$ cat src/rtl/mem_port_arbiter.sv
// mem_port_arbiter: shares one synchronous single-ported memory bank between
// the instruction-fetch port (read-only) and the data port (loads/stores).
// Round-robin arbitration, IDLE -> ACCESS -> RESP sequencing, one-cycle
// acknowledge pulse per completed access. Port index 0 = fetch, 1 = data.
module mem_port_arbiter #(
    parameter int ADDR_W = 5,
    parameter int DATA_W = 32,
    parameter int DEPTH  = 32
) (
    input  logic              clk,
    input  logic              reset,
    input  logic              if_req,
    input  logic [ADDR_W-1:0] if_addr,
    output logic              if_ack,
    output logic [DATA_W-1:0] if_rdata,
    output logic              if_err,
    input  logic              d_req,
    input  logic              d_we,
    input  logic [ADDR_W-1:0] d_addr,
    input  logic [DATA_W-1:0] d_wdata,
    output logic              d_ack,
    output logic [DATA_W-1:0] d_rdata,
    output logic              d_err,
    output logic              mem_en,
    output logic              mem_we,
    output logic [ADDR_W-1:0] mem_addr,
    output logic [DATA_W-1:0] mem_wdata,
    input  logic [DATA_W-1:0] mem_rdata
);

    typedef enum logic [1:0] {
        IDLE   = 2'd0,
        ACCESS = 2'd1,
        RESP   = 2'd2
    } state_t;

    // Grant encoding doubles as the port index.
    localparam logic PORT_IF = 1'b0;
    localparam logic PORT_D  = 1'b1;
    localparam logic [31:0] DEPTH_W = 32'(DEPTH);

    state_t             state_reg, state_next;
    logic               last_grant_reg, last_grant_next;
    logic               winner_reg, winner_next;
    logic               oor_reg, oor_next;       // latched out-of-range flag
    logic               acc_we_reg, acc_we_next; // latched store flag
    logic               mem_en_reg, mem_en_next;
    logic               mem_we_reg, mem_we_next;
    logic [ADDR_W-1:0]  mem_addr_reg, mem_addr_next;
    logic [DATA_W-1:0]  mem_wdata_reg, mem_wdata_next;

    logic               resp_done;
    logic [1:0]         port_req;
    logic [1:0]         eligible;
    logic [1:0]         ack_vec;
    logic [1:0]         err_vec;
    logic [DATA_W-1:0]  rdata_vec [2];

    logic               grant_valid;
    logic               grant_port;
    logic [ADDR_W-1:0]  sel_addr;
    logic               sel_we;
    logic               sel_in_range;

    assign port_req  = {d_req, if_req};
    assign resp_done = (state_reg == RESP);

    // Per-port response registers; a port is ineligible during its own ack cycle.
    genvar gi;
    generate
        for (gi = 0; gi < 2; gi++) begin : g_port
            localparam logic PORT_ID = 1'(gi);
            logic              ack_q;
            logic              err_q;
            logic [DATA_W-1:0] rdata_q;
            logic              hit;

            assign hit = resp_done && (winner_reg == PORT_ID);

            // Ack/err pulse on the edge ending RESP; rdata only for in-range loads.
            always_ff @(posedge clk) begin
                if (reset) begin
                    ack_q   <= 1'b0;
                    err_q   <= 1'b0;
                    rdata_q <= '0;
                end else begin
                    ack_q <= hit;
                    err_q <= hit && oor_reg;
                    if (hit && !oor_reg && !acc_we_reg) begin
                        rdata_q <= mem_rdata;
                    end
                end
            end

            assign ack_vec[gi]   = ack_q;
            assign err_vec[gi]   = err_q;
            assign rdata_vec[gi] = rdata_q;
            assign eligible[gi]  = port_req[gi] & ~ack_q;
        end
    endgenerate

    // Arbitration, next-state and memory-command selection.
    always_comb begin
        state_next      = state_reg;
        last_grant_next = last_grant_reg;
        winner_next     = winner_reg;
        oor_next        = oor_reg;
        acc_we_next     = acc_we_reg;
        mem_en_next     = mem_en_reg;
        mem_we_next     = mem_we_reg;
        mem_addr_next   = mem_addr_reg;
        mem_wdata_next  = mem_wdata_reg;

        grant_valid = |eligible;
        if (eligible == 2'b11) begin
            grant_port = ~last_grant_reg;
        end else begin
            grant_port = eligible[PORT_D];
        end
        sel_addr     = (grant_port == PORT_D) ? d_addr : if_addr;
        sel_we       = (grant_port == PORT_D) && d_we;
        sel_in_range = (32'(sel_addr) < DEPTH_W);

        case (state_reg)
            IDLE: begin
                if (grant_valid) begin
                    state_next      = ACCESS;
                    last_grant_next = grant_port;
                    winner_next     = grant_port;
                    oor_next        = ~sel_in_range;
                    acc_we_next     = sel_we;
                    mem_en_next     = sel_in_range;
                    mem_we_next     = sel_we && sel_in_range;
                    mem_addr_next   = sel_addr;
                    mem_wdata_next  = (grant_port == PORT_D) ? d_wdata : '0;
                end
            end
            ACCESS: begin
                state_next  = RESP;
                mem_en_next = 1'b0;
                mem_we_next = 1'b0;
            end
            RESP: begin
                state_next = IDLE;
            end
            default: begin
                state_next = IDLE;
            end
        endcase
    end

    // State, grant history and registered memory command.
    always_ff @(posedge clk) begin
        if (reset) begin
            state_reg      <= IDLE;
            last_grant_reg <= PORT_D;
            winner_reg     <= PORT_IF;
            oor_reg        <= 1'b0;
            acc_we_reg     <= 1'b0;
            mem_en_reg     <= 1'b0;
            mem_we_reg     <= 1'b0;
            mem_addr_reg   <= '0;
            mem_wdata_reg  <= '0;
        end else begin
            state_reg      <= state_next;
            last_grant_reg <= last_grant_next;
            winner_reg     <= winner_next;
            oor_reg        <= oor_next;
            acc_we_reg     <= acc_we_next;
            mem_en_reg     <= mem_en_next;
            mem_we_reg     <= mem_we_next;
            mem_addr_reg   <= mem_addr_next;
            mem_wdata_reg  <= mem_wdata_next;
        end
    end

    assign if_ack    = ack_vec[PORT_IF];
    assign if_err    = err_vec[PORT_IF];
    assign if_rdata  = rdata_vec[PORT_IF];
    assign d_ack     = ack_vec[PORT_D];
    assign d_err     = err_vec[PORT_D];
    assign d_rdata   = rdata_vec[PORT_D];
    assign mem_en    = mem_en_reg;
    assign mem_we    = mem_we_reg;
    assign mem_addr  = mem_addr_reg;
    assign mem_wdata = mem_wdata_reg;

endmodule

$ cat config.mk
export PLATFORM = sky130hd
export DESIGN_NAME = mem_port_arbiter
export DESIGN_NICKNAME = d
export VERILOG_FILES = /design/src/rtl/mem_port_arbiter.sv
export SDC_FILE = /design/constraint.sdc
export NUM_CORES = 1
export LEC_CHECK = 0
export ABC_CLOCK_PERIOD_IN_PS = 1200
export CAP_MARGIN = 20
export CORE_ASPECT_RATIO = 2
export CORE_MARGIN = 4
export CORE_UTILIZATION = 37
export CTS_CLUSTER_SIZE = 8
export DETAILED_ROUTE_END_ITERATION = 8
export PLACE_DENSITY = 0.76
export SLEW_MARGIN = 20
export SYNTH_ARGS = -nofsm -noshare
export SYNTH_HDL_FRONTEND = slang
export SYNTH_SLANG_ARGS = --single-unit
$ cat constraint.sdc
create_clock -name clk -period 1.2 [get_ports clk]
set_input_delay 0.24 -clock clk [delete_from_list [all_inputs] [get_ports clk]]
set_output_delay 0.24 -clock clk [all_outputs]
set_load 0.02 [all_outputs]
Word-level counts from Yosys, hierarchy flattened --
Cells that the tools add are included.
Operators by class: eq/ne operators 4, mux-type cells 9, bitwise operators 6, reductions and logical operators 11
Operator list (count):
- $mux 32 | 1
- $logic_and 1x1->1 | 5
- $mux 5 | 1
- $eq 2x2->1 const B | 2
- $not 1->1 | 4
- $pmux 1 s2 | 2
- $pmux 2 s2 | 1
- $reduce_and 2->1 | 2
- $mux 1 | 3
- $and 1x1->1 | 2
- $eq 2x1->1 const B | 1
- $logic_not 2->1 | 1
- $mux 2 | 1
- $ne 2x2->1 const B | 1
- $reduce_bool 2->1 | 1
- $reduce_or 2->1 | 1
- $logic_not 1->1 | 1
Word-level totals: flip-flop bits (word level) 110, input bits 79, output and inout port bits 107

Logic depth before layout (Yosys ltp) --
Gate-level depths: netlist of run 1.
word-level depth 7, mapped depth 6, depth with buffers taken out 4

Worst setup path before layout of run 1 --
Ideal clock, no wire load.
kind flip-flop to flip-flop, from register g_port[0].ack_q, in the netlist if_ack, to register last_grant_reg, setup time 123 ps, arrival time 1315 ps, slack -238 ps, cell stages (with the launch flop) 7, period minus slack after synthesis 1438 ps, path through dfxtp_1 -> nand2b_2 -> a211o_1 -> buf_2 -> buf_2 -> nand2_1 -> nand3_1
On the way: cells in the longest elaborated chain, start to end 4, elaborated cells between the ends (all ways) 6
Ends and longest elaborated chain:
- start, declared | line 73 | logic ack_q;
- start signal, assigned | line 87 | ack_q <= hit;
- $not 1->1 * | line 98 | assign eligible[gi] = port_req[gi] & ~ack_q;
- $and 1x1->1 * | line 98
- $eq 2x2->1 / $reduce_or 2->1 (equally long branches) | line 115, 114
- $mux 1 / $reduce_and 2->1 (equally long branches)
- end signal, assigned | line 166 | last_grant_reg <= last_grant_next;
- end, declared | line 43 | logic last_grant_reg, last_grant_next;
Every way passes the cells marked *; elsewhere a longest branch is shown, timed or not. A chain may end at the register's enable or synchronous reset.

Worst setup path in the final report of run 1 --
from input port d_req, to register mem_wdata_reg[20], in the netlist mem_wdata[20]
On the way: cells in the longest elaborated chain, start to end 4, elaborated cells between the ends (all ways) 6
Ends and longest elaborated chain:
- start, declared | line 17 | input logic d_req,
- $and 1x1->1 * | line 98
- $eq 2x2->1 | line 115 | if (eligible == 2'b11) begin
- $mux 1 | line 115
- $mux 32 | line 135 | mem_wdata_next = (grant_port == PORT_D) ? d_wdata : '0;
- end signal, assigned | line 173 | mem_wdata_reg <= mem_wdata_next;
- end, declared | line 50 | logic [DATA_W-1:0] mem_wdata_reg, mem_wdata_next;
Marked as above.

==> results of run 1 <==
where the power goes:
group / leakage (nW) / switching, mW / internal, mW
Sequential: 0.896 / 0.0888 / 3.78
Clock: 0.142 / 1.46 / 1.46
Combinational: 2.12 / 0.921 / 0.791
synth_stat cells (2+ instances only):
library cell,instances,area [µm²]
nand2_1,165,619
dfxtp_1,110,2200
a21oi_1,103,515
nand3_1,33,165
clkbuf_1,17,63.8
buf_6,10,113
buf_2,6,30.0
buf_4,5,37.5
mux2i_1,5,50.1
o21ai_0,4,20.0
nor2_1,3,11.3
inv_1,2,7.51
nand2b_1,2,12.5
worst min path at each step:
| stage | from | endpoint | depth (start not counted) |
|---|---|---|---|
| 4_1_cts | reset | if_rdata[10] | 2 |
| 5_1_grt | reset | d_rdata[10] | 2 |
| 2_1_floorplan | mem_rdata[0] | d_rdata[0] | 2 |
| 3_3_place_gp | mem_wdata[16] | mem_wdata[16] | 2 |
| 6_report | reset | d_rdata[10] | 2 |
| 3_5_place_dp | if_rdata[21] | if_rdata[21] | 2 |
worst reg2reg max path, stage by stage (launching register included):
cell and delay, ns:
dfxtp_4 0.34, nand2b_4 0.17, a211oi_4 0.33, buf_6 0.20, clkbuf_16 0.17, nand3_2 0.07, a21oi_2 0.12
cells in the final DEF, fill, tap and decap left out, drive strengths merged, types with 5 or more instances in the layout:
cell and count:
a21oi 104, nand3 34, inv 6, nand2 165, clkbuf 16, buf 140, dfxtp 110, clkdlybuf4s50 76
clkdlybuf4s15 5, mux2i 5
cells by family (layout without fill, tap and decap cells):
family          after synthesis  after routing  synth area share, %
simple gates                212            212                 22.3
compound gates              113            113                 14.9
flops                       110            110                 54.9
buf+inv                      42            247                 6.55
mux                           5              5                 1.25
other cells                   1              2               0.0935
layout make-up:
class | instances | area, µm² | area share (%)
Clock inverter | 7 | 63.8 | 0.877
Multi-Input combinational cell | 332 | 2420 | 33.3
Inverter | 2 | 7.51 | 0.103
Tap cell | 137 | 171 | 2.36
Clock buffer | 9 | 225 | 3.10
Sequential cell | 110 | 2220 | 30.5
Timing Repair Buffer | 229 | 2160 | 29.7
stage by stage:
stage	area, µm²	hold WS (ns)	worst slack [ns]	util, %	instances
finish	7270	0.284	-0.256	69.0	826
global route	7270	0.283	-0.324	69.0	826
CTS	6550	0.268	-0.194	62.1	816
detailed placement	6080	0.447	-0.562	57.6	785
global placement	6080	0.440	-0.519	57.6	785
floorplan	4070	0.376	-0.128	-	484
routing by layer:
layer  share of wire, %  global-route usage, %  vias to the layer above
met1                 32                   20.2                     2058
met5                  0                      0                        -
met2                 58                   42.5                      172
li1                   -                      -                     1998
met3                5.3                   4.52                       41
met4                4.2                   9.03                        0
what timing repair did:
item / in CTS / in global routing
gates resized for setup: 397 / 272
pin swaps: 2 / 119
endpoints found under the setup margin: 211 / 154
setup buffers: 7 / 3
cloned: 8 / 8
==> out/metrics.csv, run 1 <==
metric,value,unit
Final nets,763,
routability cong.,0.749,
DIE WIDTH,81.6,µm
R2R depth,6,
register area share after synthesis,54.9,%
WP buf/inv,3,
Antenna diodes,0,
crit path DAT,1.73,ns
Cells after Synth,483,
grt ovf,0,
Root Buffer,clkbuf_16,
leak pwr,3.16,nW
Placeable Area,10500,µm²
Final Slew Violations,0,
DRT iter0 DRCs,183,
"EDFF count, synth",0,
# setup viols final,106,
worst vdd ir,719,µV
filler instances,830,
Setup crit start,d_req,
"Power, Total",8.50,mW
Tcrit/Tclk final,121,%
hold buffer count at CTS,0,
skew final,0.0125,ns
CTS tree,yes,
routed vias,4269,
reg2reg end,mem_wdata[20],
Worst Slack Setup Final,-0.256,ns
clk buf depth,2,
CP Cell Sequence,clkdlybuf4s50_1 -> nand2b_4 -> a211oi_4 -> buf_6 -> clkbuf_16 -> nand3_2 -> a21oi_2,
WL final,15900,µm
"delay-heaviest family, CP",buffers and inverters,
DRC errors left,0,
Via-to-Cell Ratio,5.17,
critical path endpoint category,register,
Die Y,155,µm
slowest cell delay on critical path,0.51,ns
worst min path class,in2reg,
vias in the first global route,4267,
final HPWL from detailed placement,8840,µm
Crit-path slowest cell,clkdlybuf4s50_1,
minimum clock period,1.46,ns
num ports,186,
Cell Pwr Density,1170,nW/µm²
CP Launch Type,input pin,
unrepaired setup endpoints after global routing,true,
synth-to-layout area growth,81.4,%
worst r2r src,d_ack,
Mapped Avg Cell Area,8.30,µm²
Synth cell types,31,
CTS H-tree depth,3,
Worst-path clk slew,0.08,ns
WP data required,1.48,ns
Setup Crit Path Kind,in2reg,
"FFs w/ async S/R, synth",0,%
# rows,53,
stages on the worst setup path,7,
Synth Cell Area,4010,µm²
clock net sink count,110,
highest clock rate,0.687,GHz
Yosys Warn Count,0,
initial antenna violation count,0,
PortBufs,183,
number of buffers created by CTS,9,
worst-path maximum fanout,5,
Skew-Pair Late Insertion Delay,0.34,ns
failing checks,setup timing,
layout cell share with drive strength beyond 1,50.1,%
Setup Total Neg Slack,-18.19,ns
final hold violation count,0,
largest net degree at the start of global routing,53,
max cap viols,0,
drt first pass iters,4,
global-route usage over all layers,21.5,%
Avg WL per Cell,19.3,µm
Post-DRT Antenna Nets,0,
global-route wire length before repair,21000,µm
Worst R2R Setup Slack,-0.25,ns
main flop type after synthesis,dfxtp_1,
initial core utilization,38.0,%
outcome,"finished, violations left",
Die ar.,12700,µm²
worst setup path end,mem_wdata[20],
Seq cells post-synth,110,
No activity file was read; power rests on OpenSTA's default activity.
==> run 2: changes to the inputs <==
Settings changed: CAP_MARGIN 20 to 15, CORE_UTILIZATION 37 to 35, PLACE_DENSITY 0.76 to 0.73.
==> out/metrics.csv, run 2 (same netlist as run 1, synthesis figures left out) <==
metric,value,unit,change
critical path endpoint category,register,,unchanged
WP data required,1.47,ns,was 1.48 ns
synth-to-layout area growth,76.1,%,was 81.4%
failing checks,setup timing,,unchanged
stages on the worst setup path,6,,was 7
# setup viols final,105,,was 106
Skew-Pair Late Insertion Delay,0.34,ns,about the same
worst setup path end,mem_wdata[27],,was mem_wdata[20]
hold buffer count at CTS,0,,unchanged
CTS tree,yes,,unchanged
worst-path maximum fanout,11,,was 5
Setup Crit Path Kind,reg2reg,,was in2reg
slowest cell delay on critical path,0.34,ns,was 0.51 ns
worst r2r src,if_ack,,was d_ack
initial core utilization,35.5,%,was 38.0%
global-route wire length before repair,22100,µm,"was 21,000 µm"
DRC errors left,0,,unchanged
outcome,"finished, violations left",,unchanged
Worst-path clk slew,0.07,ns,was 0.08 ns
Antenna diodes,0,,unchanged
Worst Slack Setup Final,-0.227,ns,was -0.256 ns
initial antenna violation count,0,,unchanged
clock net sink count,110,,unchanged
Die Y,159,µm,was 155 µm
Cell Pwr Density,1210,nW/µm²,was 1170 nW/µm²
Final Slew Violations,0,,unchanged
final HPWL from detailed placement,8780,µm,was 8840 µm
DIE WIDTH,83.7,µm,was 81.6 µm
hold_sp,reset,,unchanged
highest clock rate,0.701,GHz,was 0.687 GHz
CP Cell Sequence,nand2b_4 -> a211oi_4 -> buf_6 -> buf_12 -> nand3_1 -> a21oi_2,,was clkdlybuf4s50_1 -> nand2b_4 -> a211oi_4 -> buf_6 -> clkbuf_16 -> nand3_2 -> a21oi_2
# rows,55,,was 53
Root Buffer,clkbuf_16,,unchanged
final hold violation count,0,,unchanged
layout cell share with drive strength beyond 1,45.5,%,was 50.1%
"Power, Total",8.54,mW,was 8.50 mW
switching power as a share of total power,27.9,%,was 29.0%
hold slack,0.268,ns,was 0.284 ns
placed cell count,786,,was 785
vias in the first global route,4288,,"was 4,267"
Via-to-Cell Ratio,5.18,,was 5.17
final core occ,62.6,%,was 69.0%
WL final,15200,µm,"was 15,900 µm"
Worst R2R Setup Slack,-0.23,ns,was -0.25 ns
design area,7060,µm²,was 7270 µm²
placed cell area,6050,µm²,was 6080 µm²
CP Launch Type,register,,was input pin
drt first pass iters,4,,unchanged
Avg WL per Cell,18.5,µm,was 19.3 µm
minimum clock period,1.43,ns,was 1.46 ns
Logic pwr share,21.0,%,was 20.1%
routability cong.,0.804,,was 0.749
unrepaired setup endpoints after global routing,true,,unchanged
post-place setup slack,-0.568,ns,was -0.562 ns
skew final,0.00682,ns,was 0.0125 ns
Tcrit/Tclk final,119,%,was 121%
Post-DRT Antenna Nets,0,,unchanged
"most common cell after layout, fill and taps aside",nand2_1,,was dfxtp_1
DRT iter0 DRCs,154,,was 183
Setup crit start,if_ack,,was d_req
Pint,6.16,mW,was 6.04 mW
clk buf depth,2,,unchanged
switching power,2.38,mW,was 2.47 mW
max cap viols,0,,unchanged
Post-Layout Cell Count,824,,was 826
worst vdd ir,694,µV,was 719 µV
global-route usage over all layers,20.8,%,was 21.5%
R2R depth,6,,unchanged
clock power share,33.7,%,was 34.4%
reg2reg end,mem_wdata[27],,was mem_wdata[20]
Final nets,757,,was 763
Seq pwr share,45.2,%,was 45.5%
Crit-path slowest cell,dfxtp_4,,was clkdlybuf4s50_1
routed vias,4269,,unchanged
Placeable Area,11300,µm²,"was 10,500 µm²"
most frequent cells in the layout,"126 x nand2_1, 106 x dfxtp_1, 90 x buf_2, 76 x clkdlybuf4s50_1, 70 x a21oi_2",,"was 104 x dfxtp_1, 98 x buf_2, 90 x nand2_1, 76 x clkdlybuf4s50_1, 70 x a21oi_2"
CTS H-tree depth,3,,unchanged
Die ar.,13300,µm²,"was 12,700 µm²"
PortBufs,183,,unchanged
"delay-heaviest family, CP",compound AO/OA/AOI/OAI gates,,was buffers and inverters
grt ovf,0,,unchanged
largest net degree at the start of global routing,50,,was 53
num ports,186,,unchanged
crit path DAT,1.69,ns,was 1.73 ns
number of buffers created by CTS,9,,unchanged
WP buf/inv,2,,was 3
Setup Total Neg Slack,-14.96,ns,was -18.19 ns
leak pwr,2.88,nW,was 3.16 nW
worst min path class,in2reg,,unchanged
## run 2: cell type report
type | count | area (µm²)
clock buffer | 10 | 250
inverter | 2 | 7.51
timing repair buffer | 223 | 2060
fill | 961 | 4230
clock inverter | 5 | 38.8
multi-input combinational | 332 | 2310
sequential | 110 | 2220
tap | 142 | 178
## run 2: what timing repair did
item	CTS	global route
gates cloned	10	3
endpoints found under the setup margin	210	156
setup buffers	13	3
pin swaps	43	78
endpoints found under the hold margin	0	0
resized for setup	428	192
## run 2: per-layer routing
metal | vias to the layer above | wire, µm | track usage [%] | share of wire [%]
li1 | 1982 | - | - | -
met1 | 2054 | 4840 | 19.4 | 32
met2 | 193 | 8830 | 41.4 | 58
met3 | 40 | 880 | 4.51 | 5.8
met4 | 0 | 684 | 9.30 | 4.5
met5 | - | 0 | 0 | 0
## run 2: power by group through the flow
stage	logic, mW	registers (mW)	clock network (mW)
final	1.80	3.86	2.88
after floorplan	0.497	4.09	0
after global placement	1.27	3.94	0
after global routing	1.89	3.88	3.12
after CTS	1.56	3.86	2.97
after detailed placement	1.29	3.95	0
## run 2: worst min-delay path by stage
stage | endpoint | slack (ns) | cells past startpoint
finish | mem_wdata[28] | 0.27 | 2
global route | mem_wdata[28] | 0.27 | 2
CTS | mem_wdata[28] | 0.24 | 2
detailed placement | d_rdata[9] | 0.45 | 2
global placement | if_rdata[0] | 0.44 | 2
floorplan | d_rdata[0] | 0.38 | 2
==> run 3: changes to the inputs <==
Settings changed: CAP_MARGIN 15 to 20, REMOVE_ABC_BUFFERS from default to 1.
==> out/metrics.csv, run 3 (same netlist as run 1, synthesis figures left out) <==
metric,value,unit,change
outcome,"finished, violations left",,unchanged
failing checks,setup timing,,unchanged
# setup viols final,106,,was 105
Final Slew Violations,0,,unchanged
filler instances,1093,,was 961
largest net degree at the start of global routing,50,,unchanged
clk buf depth,2,,unchanged
global-route wire length before repair,19300,µm,"was 22,100 µm"
initial core utilization,35.5,%,unchanged
M1 GR Usage,16.6,%,was 19.4%
"most common cell after layout, fill and taps aside",nand2_1,,unchanged
initial antenna violation count,0,,unchanged
DRC errors left,0,,unchanged
final HPWL from detailed placement,8650,µm,was 8780 µm
routability cong.,0.788,,was 0.804
placed cell count,790,,was 786
minimum clock period,1.41,ns,was 1.43 ns
Skew-Pair Late Insertion Delay,0.33,ns,was 0.34 ns
Setup crit start,if_ack,,unchanged
Die ar.,13300,µm²,unchanged
Crit-path slowest cell,dfxtp_1,,was dfxtp_4
CTS tree,yes,,unchanged
drt first pass iters,4,,unchanged
Die Y,159,µm,unchanged
met3 Usage GRT,4.45,%,was 4.51%
highest clock rate,0.711,GHz,was 0.701 GHz
Worst-path clk slew,0.07,ns,about the same
number of buffers created by CTS,9,,unchanged
Tcrit/Tclk final,117,%,was 119%
Antenna diodes,0,,unchanged
Post-DRT Antenna Nets,0,,unchanged
design area,6120,µm²,was 7060 µm²
clock net sink count,110,,unchanged
CP Launch Type,register,,unchanged
busiest grt layer,met2,,unchanged
Avg WL per Cell,15.4,µm,was 18.5 µm
num ports,186,,unchanged
WL final,12500,µm,"was 15,200 µm"
worst min path class,in2reg,,unchanged
hold_sp,reset,,unchanged
worst-path maximum fanout,11,,unchanged
max cap viols,0,,unchanged
WP data required,1.45,ns,was 1.47 ns
routing usage on met2,35.0,%,was 41.4%
leak pwr,2.43,nW,was 2.88 nW
synth-to-layout area growth,52.6,%,was 76.1%
critical path endpoint category,register,,unchanged
global-route usage over all layers,17.6,%,was 20.8%
final hold violation count,0,,unchanged
Root Buffer,clkbuf_16,,unchanged
routed vias,3972,,"was 4,269"
Cell Pwr Density,1290,nW/µm²,was 1210 nW/µm²
vias in the first global route,4067,,"was 4,288"
worst r2r src,if_ack,,unchanged
Final nets,745,,was 757
PortBufs,183,,unchanged
layout cell share with drive strength beyond 1,24.6,%,was 45.5%
Worst Slack Setup Final,-0.207,ns,was -0.227 ns
grt ovf,0,,unchanged
worst vdd ir,749,µV,was 694 µV
final core occ,54.2,%,was 62.6%
# rows,55,,unchanged
slowest cell delay on critical path,0.31,ns,was 0.34 ns
skew final,0.00916,ns,was 0.00682 ns
CTS H-tree depth,3,,unchanged
unrepaired setup endpoints after global routing,true,,unchanged
DIE WIDTH,83.7,µm,unchanged
CP Cell Sequence,nand2b_4 -> a211oi_4 -> buf_6 -> buf_12 -> nor2_1 -> a211oi_2,,was nand2b_4 -> a211oi_4 -> buf_6 -> buf_12 -> nand3_1 -> a21oi_2
Post-Layout Cell Count,813,,was 824
most frequent cells in the layout,"165 x nand2_1, 108 x dfxtp_1, 97 x a21oi_1, 84 x buf_2, 75 x clkdlybuf4s50_1",,"was 126 x nand2_1, 106 x dfxtp_1, 90 x buf_2, 76 x clkdlybuf4s50_1, 70 x a21oi_2"
DRT iter0 DRCs,162,,was 154
Setup Crit Path Kind,reg2reg,,unchanged
placed cell area,6060,µm²,was 6050 µm²
Via-to-Cell Ratio,4.89,,was 5.18
hold buffer count at CTS,0,,unchanged
Placeable Area,11300,µm²,unchanged
crit path DAT,1.66,ns,was 1.69 ns
-- run 3: changes by cell type in the layout (fill, tap and decap cells not counted), sizes merged --
cell | before | now
clkdlybuf4s50 | 76 | 75
clkinvlp | 1 | 2
dlygate4sd2 | 1 | 2
clkinv | 1 | 2
buf | 130 | 111
dlymetal6s2s | 0 | 1
clkdlybuf4s15 | 12 | 19
inv | 5 | 2
clkbuf | 14 | 15
-- run 3: worst paths after layout --
kind              slack (ns)  cells past startpoint            end
setup / recovery       -0.21                      6    mem_addr[4]
setup reg to reg       -0.21                      6    mem_addr[4]
hold reg to reg         0.45                      2  mem_wdata[22]
hold / removal          0.27                      2         mem_we
-- run 3: repair_timing --
action,4_1_cts,5_1_grt
resized for setup,351,68
pin swaps,1,8
setup buffers,3,0
cloned,2,3
endpoints found under the setup margin,211,158
-- run 3: worst max-delay path: cells and delay by family (launching register included) --
family / cells / cell delay, ns
AO/OA/AOI/OAI: 2 / 0.48
buffers and inverters: 2 / 0.32
flip-flops: 1 / 0.31
AND/OR/NAND/NOR: 2 / 0.21
-- run 3: final cells by class --
class                           count  area (µm²)  share of cell area [%]
Clock inverter                      4        32.5                   0.532
Multi-Input combinational cell    332        1620                    26.4
Timing Repair Buffer              211        1830                    30.0
Tap cell                          142         178                    2.90
Clock buffer                       12         246                    4.03
Inverter                            2        7.51                   0.123
Sequential cell                   110        2200                    36.0
-- run 3: metrics by stage --
| step | hold WS (ns) | setup WS, ns | power (mW) | setup TNS [ns] |
|---|---|---|---|---|
| 3_3_place_gp | 0.438 | -0.550 | 5.23 | -25.34 |
| 5_1_grt | 0.264 | -0.276 | 8.23 | -17.97 |
| 4_1_cts | 0.257 | -0.197 | 8.06 | -14.90 |
| 2_1_floorplan | 0.302 | -1.61 | 4.42 | -84.93 |
| 6_report | 0.273 | -0.207 | 7.91 | -9.09 |
| 3_5_place_dp | 0.445 | -0.572 | 5.25 | -31.09 |
-- run 3: power breakdown --
group	switching, mW	total, mW	internal (mW)
registers	0.0794	3.87	3.79
logic	0.680	1.30	0.616
clock network	1.28	2.75	1.47
total	2.04	7.91	5.88
-- run 3: per-layer routing --
layer / wire, µm / vias to the layer above
met4: 338 / 0
met3: 804 / 28
li1: - / 1950
met2: 7140 / 164
met5: 0 / -
met1: 4270 / 1830
